===== config.mk =====
export PLATFORM = sky130hd
export DESIGN_NAME = mem_bus_arbiter
export DESIGN_NICKNAME = d
export VERILOG_FILES = /design/src/rtl/mem_bus_arbiter_pkg.sv /design/src/rtl/mem_bus_arbiter_cbus_req_gen.sv /design/src/rtl/mem_bus_arbiter.sv
export SDC_FILE = /design/constraint.sdc
export NUM_CORES = 1
export LEC_CHECK = 0
export CAP_MARGIN = 20
export CORE_ASPECT_RATIO = 0.9
export CORE_MARGIN = 2
export CORE_UTILIZATION = 35
export CTS_BUF_LIST = sky130_fd_sc_hd__clkbuf_4 sky130_fd_sc_hd__clkbuf_8
export DETAILED_ROUTE_END_ITERATION = 16
export DONT_BUFFER_PORTS = 1
export PLACE_DENSITY = 0.6
export REMOVE_ABC_BUFFERS = 1
export SLEW_MARGIN = 20
export SYNTH_ARGS = -nofsm -noshare
export SYNTH_HDL_FRONTEND = slang
export SYNTH_SLANG_ARGS = --single-unit

===== constraint.sdc =====
create_clock -name clk -period 5.6 [get_ports clk]
set_input_delay 0 -clock clk [delete_from_list [all_inputs] [get_ports clk]]
set_output_delay 0 -clock clk [all_outputs]
set_load 0.02 [all_outputs]

===== src/rtl/mem_bus_arbiter_pkg.sv =====
// rtl/mem_bus_arbiter_pkg.sv - bus structs and memory-transaction constants shared by the arbiter
package mem_bus_arbiter_pkg;

    typedef logic [2:0] msize_t;
    localparam msize_t MSIZE1 = 3'b000;
    localparam msize_t MSIZE2 = 3'b001;
    localparam msize_t MSIZE4 = 3'b010;
    localparam msize_t MSIZE8 = 3'b011;

    typedef logic [3:0] mlen_t;
    localparam mlen_t MLEN1 = 4'b0000;

    typedef logic [1:0] axi_burst_type_t;
    localparam axi_burst_type_t AXI_BURST_FIXED = 2'b00;
    localparam axi_burst_type_t AXI_BURST_INCR  = 2'b01;

    typedef struct packed {
        logic        valid;
        logic [63:0] addr;
    } ibus_req_t;

    typedef struct packed {
        logic        addr_ok;
        logic        data_ok;
        logic [31:0] data;
    } ibus_resp_t;

    typedef struct packed {
        logic        valid;
        logic [63:0] addr;
        msize_t      size;
        logic [7:0]  strobe;
        logic [63:0] data;
    } dbus_req_t;

    typedef struct packed {
        logic        addr_ok;
        logic        data_ok;
        logic [63:0] data;
    } dbus_resp_t;

    typedef struct packed {
        logic            valid;
        logic            is_write;
        msize_t          size;
        logic [63:0]     addr;
        logic [7:0]      strobe;
        logic [63:0]     data;
        mlen_t           len;
        axi_burst_type_t burst;
    } cbus_req_t;

    typedef struct packed {
        logic        ready;
        logic        last;
        logic [63:0] data;
    } cbus_resp_t;

    // Instruction words are 32 bits; addr[2] picks the half of the 64-bit bus beat.
    function automatic logic [31:0] ibus_select(input logic hi, input logic [63:0] beat);
        return hi ? beat[63:32] : beat[31:0];
    endfunction

endpackage


===== src/rtl/mem_bus_arbiter_cbus_req_gen.sv =====
// rtl/mem_bus_arbiter_cbus_req_gen.sv - builds the single-beat cbus request from the latched port request
module cbus_req_gen
    import mem_bus_arbiter_pkg::*;
(
    input  logic      busy,
    input  logic      sel_d,
    input  ibus_req_t ireq_q,
    input  dbus_req_t dreq_q,
    output cbus_req_t oreq
);

    always_comb begin
        oreq = '0;
        if (busy) begin
            oreq.len   = MLEN1;
            oreq.burst = AXI_BURST_FIXED;
            if (sel_d) begin
                oreq.valid    = dreq_q.valid;
                oreq.is_write = |dreq_q.strobe;
                oreq.size     = dreq_q.size;
                oreq.addr     = dreq_q.addr;
                oreq.strobe   = dreq_q.strobe;
                oreq.data     = dreq_q.data;
            end else begin
                // Fetches always read the aligned 32-bit word.
                oreq.valid    = ireq_q.valid;
                oreq.is_write = 1'b0;
                oreq.size     = MSIZE4;
                oreq.addr     = ireq_q.addr & ~64'h3;
                oreq.strobe   = '0;
                oreq.data     = '0;
            end
        end
    end

endmodule


===== src/rtl/mem_bus_arbiter.sv =====
// rtl/mem_bus_arbiter.sv - merges ibus and dbus onto one cbus, one single-beat transaction at a time
module mem_bus_arbiter
    import mem_bus_arbiter_pkg::*;
#(
    parameter bit DATA_FIRST = 1'b1
) (
    input  logic       clk,
    input  logic       reset,
    input  ibus_req_t  ireq,
    output ibus_resp_t iresp,
    input  dbus_req_t  dreq,
    output dbus_resp_t dresp,
    output cbus_req_t  oreq,
    input  cbus_resp_t oresp
);

    typedef enum logic [1:0] {IDLE, BUSY_I, BUSY_D, RESP} state_t;

    state_t      state, state_nxt;
    ibus_req_t   ireq_q;
    dbus_req_t   dreq_q;
    logic        sel_d;
    logic [63:0] rdata;

    logic grant_d, grant_i, busy, done;

    assign grant_d = dreq.valid && (DATA_FIRST || !ireq.valid);
    assign grant_i = ireq.valid && !grant_d;
    assign busy    = (state == BUSY_I) || (state == BUSY_D);
    assign done    = busy && oresp.ready && oresp.last;

    always_ff @(posedge clk or negedge reset) begin
        if (!reset) state <= IDLE;
        else        state <= state_nxt;
    end

    always_comb begin
        state_nxt = state;
        unique case (state)
            IDLE: begin
                if (grant_d)      state_nxt = BUSY_D;
                else if (grant_i) state_nxt = BUSY_I;
            end
            BUSY_I, BUSY_D: if (done) state_nxt = RESP;
            RESP:    state_nxt = IDLE;
            default: state_nxt = IDLE;
        endcase
    end

    // Requests are latched at grant so requester changes during BUSY are ignored.
    always_ff @(posedge clk or negedge reset) begin
        if (!reset) begin
            ireq_q <= '0;
            dreq_q <= '0;
            sel_d  <= 1'b0;
            rdata  <= '0;
        end else begin
            if (state == IDLE) begin
                if (grant_d) begin
                    dreq_q <= dreq;
                    sel_d  <= 1'b1;
                end else if (grant_i) begin
                    ireq_q <= ireq;
                    sel_d  <= 1'b0;
                end
            end
            if (done) begin
                if (sel_d) rdata <= (|dreq_q.strobe) ? 64'd0 : oresp.data;
                else        rdata <= {32'd0, ibus_select(ireq_q.addr[2], oresp.data)};
            end
        end
    end

    always_comb begin
        iresp = '0;
        dresp = '0;
        if (state == RESP) begin
            if (sel_d) begin
                dresp.addr_ok = 1'b1;
                dresp.data_ok = 1'b1;
                dresp.data    = rdata;
            end else begin
                iresp.addr_ok = 1'b1;
                iresp.data_ok = 1'b1;
                iresp.data    = rdata[31:0];
            end
        end
    end

    cbus_req_gen u_req_gen (
        .busy   (busy),
        .sel_d  (sel_d),
        .ireq_q (ireq_q),
        .dreq_q (dreq_q),
        .oreq   (oreq)
    );

endmodule


==> flow_metrics.py <==
metrics = {
    "routing": {
        "drt_iter0_markers": 764,
        "via_per_inst": 5.34,
        "route.final.wire_length_um": 41900,
        "avgRoutedWirePerCell_um": 22.1,
        "dr.pass1.iters": 5,
        "postRouteAntennaNets": 0,
        "routed-via-count": 10100,
        "drt_drc_violations_left": 0,
    },
    "global_route": {
        "overflow": 0,
        "gr-usage-all-layers_pct": 20.4,
        "grt_antenna_before_repair": 3,
        "grt_max_degree": 271,
        "first_pass_grt_wire_length_um": 64000,
        "first_global_vias": 10700,
    },
    "placement": {
        "post-place-ws_ns": 2.87,
        "hpwl_um": 26200,
        "placed_area_um2": 13600,
        "numPortBuffers": 0,
        "gp_congestion": 0.772,
    },
    "cts": {
        "clock_tree.htree_level_count": 2,
        "clock_tree.buffer_depth": 3,
        "clock_tree.root_cell": "clkbuf_8",
        "tritoncts_clock_tree": "built",
        "cts.sinks": 270,
        "clock_input_transition_at_the_sequential_cells_of_the_worst_setup_and_hold_paths_ns": 0.07,
        "clock_latency_on_the_worst_skew_pair_ns": 0.60,
        "cts_post_setup_buffers_inserted": 0,
        "cts.hold.buffers_added": 287,
        "num_cts_buffers": 46,
    },
    "timing": {
        "worst_hold_slack_ns": -0.878,
        "max_slew_margin_pct": 11.4,
        "hold_violations": 270,
        "top_achievable_clock_speed_ghz": 0.311,
        "grt_setup_unrepaired": "false",
        "layout_worst_path_cycle_share_pct": 57.4,
        "finalClockSkew_ns": 0.0471,
        "final-max-slew-violation-count": 0,
        "finalWorstPathRequiredPeriod_ns": 3.21,
        "finalWorstSetupSlack_ns": 2.39,
        "worstMarginPinSlew_ns": 1.33,
        "final-setup-viol-count": 0,
    },
    "synth": {
        "postSynthCellCount": 1144,
        "ys_warnings": 0,
        "synth_seq_area_share_pct": 50.7,
        "synthTopCellsByArea": "dfrtp_1 51%, mux2_2 17%, and3_1 6.7%",
        "yosysTopAreaCellShare_pct": 50.7,
        "synth_seq_cells": 270,
        "yosys.cell_types.count": 29,
        "syn-mean-instance-area_um2": 11.6,
        "syn_std_cell_area_um2": 13300,
        "cell_taking_the_most_area_after_synthesis": "dfrtp_1",
    },
    "critical_path": {
        "worstPathRequired_ns": 5.60,
        "worstSetupPathType": "flip-flop to output port",
        "worstPathCellList": "buf_4 -> mux2i_1 -> nor2b_1",
        "r2r-start": "state[0]",
        "path_buf_inv": 1,
        "worstPathArrival_ns": 3.21,
        "reg2reg_setup_slack_ns": 2.51,
        "cp_slowest_cell": "dfrtp_4",
        "timing.rr.end": "state[1]",
        "timing.critical_path.to_type": "output port",
        "cpPeakStageDelay_ns": 0.99,
        "critical-path-top-delay-family": "flip-flops",
        "start_kind": "flip-flop",
        "worst_reg2reg_path_length_in_cells": 7,
        "crit_path_max_fanout": 63,
    },
    "die": {
        "core.rowCount": 67,
        "initial_utilization_pct": 35.6,
        "die-height_um": 189,
        "die-area_um2": 39600,
        "design.core.area_um2": 37400,
        "num_io_pins": 520,
        "die_w_um": 210,
    },
    "outcome": {
        "violations": "negative hold slack",
        "result_of_the_run": "finished with violations",
    },
    "hold_path": {
        "hold_path.class": "input port to async pin",
    },
    "finish": {
        "fin_area_um2": 17400,
        "area_growth_syn_to_layout_pct": 30.8,
        "nNetsFinal": 1657,
        "drive_above_1_share_pct": 21.6,
    },
    "run": {
        "max-cap-violations": 0,
    },
    "power_and_ir_drop": {
        "power.static_leakage_nw": 8.15,
        "ir_worst_vdd_uv": 386,
        "power_per_cell_area_nw_per_um2": 560,
    },
}
## sequential cells by signal, summed over array words and instances (netlist names)
name,cells
dreq_q,140
state,2
ireq_q,63
sel_d,1
rdata,64
## layout by cell type, fill, tap and decap left out, types with 2 or more instances in the layout
| cell type | Yosys | final |
|---|---|---|
| nand2_1 | 39 | 37 |
| nand3_1 | 33 | 32 |
| conb_1 | 1 | 6 |
| dfrtp_1 | 270 | 268 |
| diode_2 | 0 | 4 |
| nor4_4 | 2 | 2 |
| mux2_2 | 201 | 201 |
| buf_4 | 11 | 14 |
| clkbuf_4 | 0 | 14 |
| and2_1 | 33 | 33 |
| and3b_1 | 32 | 32 |
| dlygate4sd3_1 | 0 | 287 |
| and3_1 | 142 | 142 |
| nor3b_1 | 32 | 32 |
| clkbuf_8 | 0 | 53 |
| mux2i_1 | 64 | 64 |
| nand4_1 | 32 | 32 |
| nand2b_1 | 2 | 2 |
| nor2b_1 | 66 | 65 |
| a22o_1 | 32 | 32 |
| clkinv_2 | 0 | 8 |
| o21ai_0 | 33 | 33 |
| inv_1 | 3 | 3 |
## synthesized netlist by cell type
| cell | n |
|---|---|
| dfrtp_1 | 270 |
| mux2_2 | 201 |
| and3_1 | 142 |
| clkbuf_1 | 73 |
| nor2b_1 | 66 |
| mux2i_1 | 64 |
| nand2_1 | 39 |
| and2_1 | 33 |
| buf_2 | 33 |
| nand3_1 | 33 |
| o21ai_0 | 33 |
| a22o_1 | 32 |
| and3b_1 | 32 |
| nand4_1 | 32 |
| nor3b_1 | 32 |
| buf_4 | 11 |
| inv_1 | 3 |
| ha_1 | 2 |
| nand2b_1 | 2 |
| nor4_4 | 2 |
| a21boi_0 | 1 |
| a21oi_1 | 1 |
| a221o_1 | 1 |
| a221oi_1 | 1 |
| and4_1 | 1 |
| conb_1 | 1 |
| nand3b_1 | 1 |
| nor2_1 | 1 |
| o2bb2ai_1 | 1 |
## metal layers
layer | GRT usage (%) | part of all wire (%) | up-vias | wire [um]
met4 | 7.20 | 2.7 | 0 | 1130
met1 | 25.2 | 41 | 5088 | 17000
met5 | 0 | 0 | - | 0
li1 | - | - | 4544 | -
met3 | 5.82 | 7.8 | 75 | 3260
met2 | 34.3 | 49 | 441 | 20500
## worst max path at each step
stage / startpoint / to / slack, ns / cells past startpoint
floorplan: sel_d / iresp[0] / -1.27 / 2
global placement: sel_d / oreq[84] / 2.86 / 3
detailed placement: sel_d / oreq[84] / 2.87 / 3
CTS: sel_d / oreq[84] / 2.22 / 3
global route: sel_d / oreq[84] / 2.18 / 3
finish: sel_d / oreq[84] / 2.39 / 3
## through the flow
stage               utilization (%)  setup TNS (ns)  instances  total power [mW]  hold slack (ns)
floorplan                         -          -75.73       1032              6.76           -0.296
global route                   46.6               0       1900              10.3           -0.929
global placement               36.3               0       1530              7.54           -0.289
finish                         46.6               0       1901              9.76           -0.878
CTS                            46.6               0       1897              9.78           -0.945
detailed placement             36.3               0       1530              7.63           -0.290
## cell type report
cell class	instances	area, um^2
antenna	4	10.0
clock buffer	67	835
clock inverter	13	119
fill	3324	20000
inverter	3	11.3
multi-input combinational	759	6080
sequential	270	6760
tap	483	604
timing repair buffer	302	3000
## timing repair
item | CTS | global route
setup endpoints to repair | 0 | 0
endpoints found under the hold margin | 539 | 270
gates resized for setup | 0 | 0
## cell families after synthesis
kind of cell	share of synthesized area [%]
AOI/OAI and AO/OA	3.64
adders and majority gates	0.188
buffers and inverters	4.00
DFF	50.7
muxes	21.8
other	0.0281
and+or+nand+nor	19.6
## power breakdown
part / switching, mW / total [mW] / leakage [nW] / internal (mW)
registers: 0.624 / 3.46 / 3.29 / 2.83
logic: 2.70 / 4.44 / 4.35 / 1.74
clock network: 0.844 / 1.86 / 0.510 / 1.01
## worst reg2reg max path, stage by stage, from the launching register on
cell	delay, ns
dfrtp_1	0.40
inv_1	0.09
ha_4	0.59
buf_4	0.77
nand3b_1	0.23
o21ai_0	0.08
a221o_1	0.26
dlygate4sd3_1	0.56
Note: power is estimated with default switching activity, not from simulation.
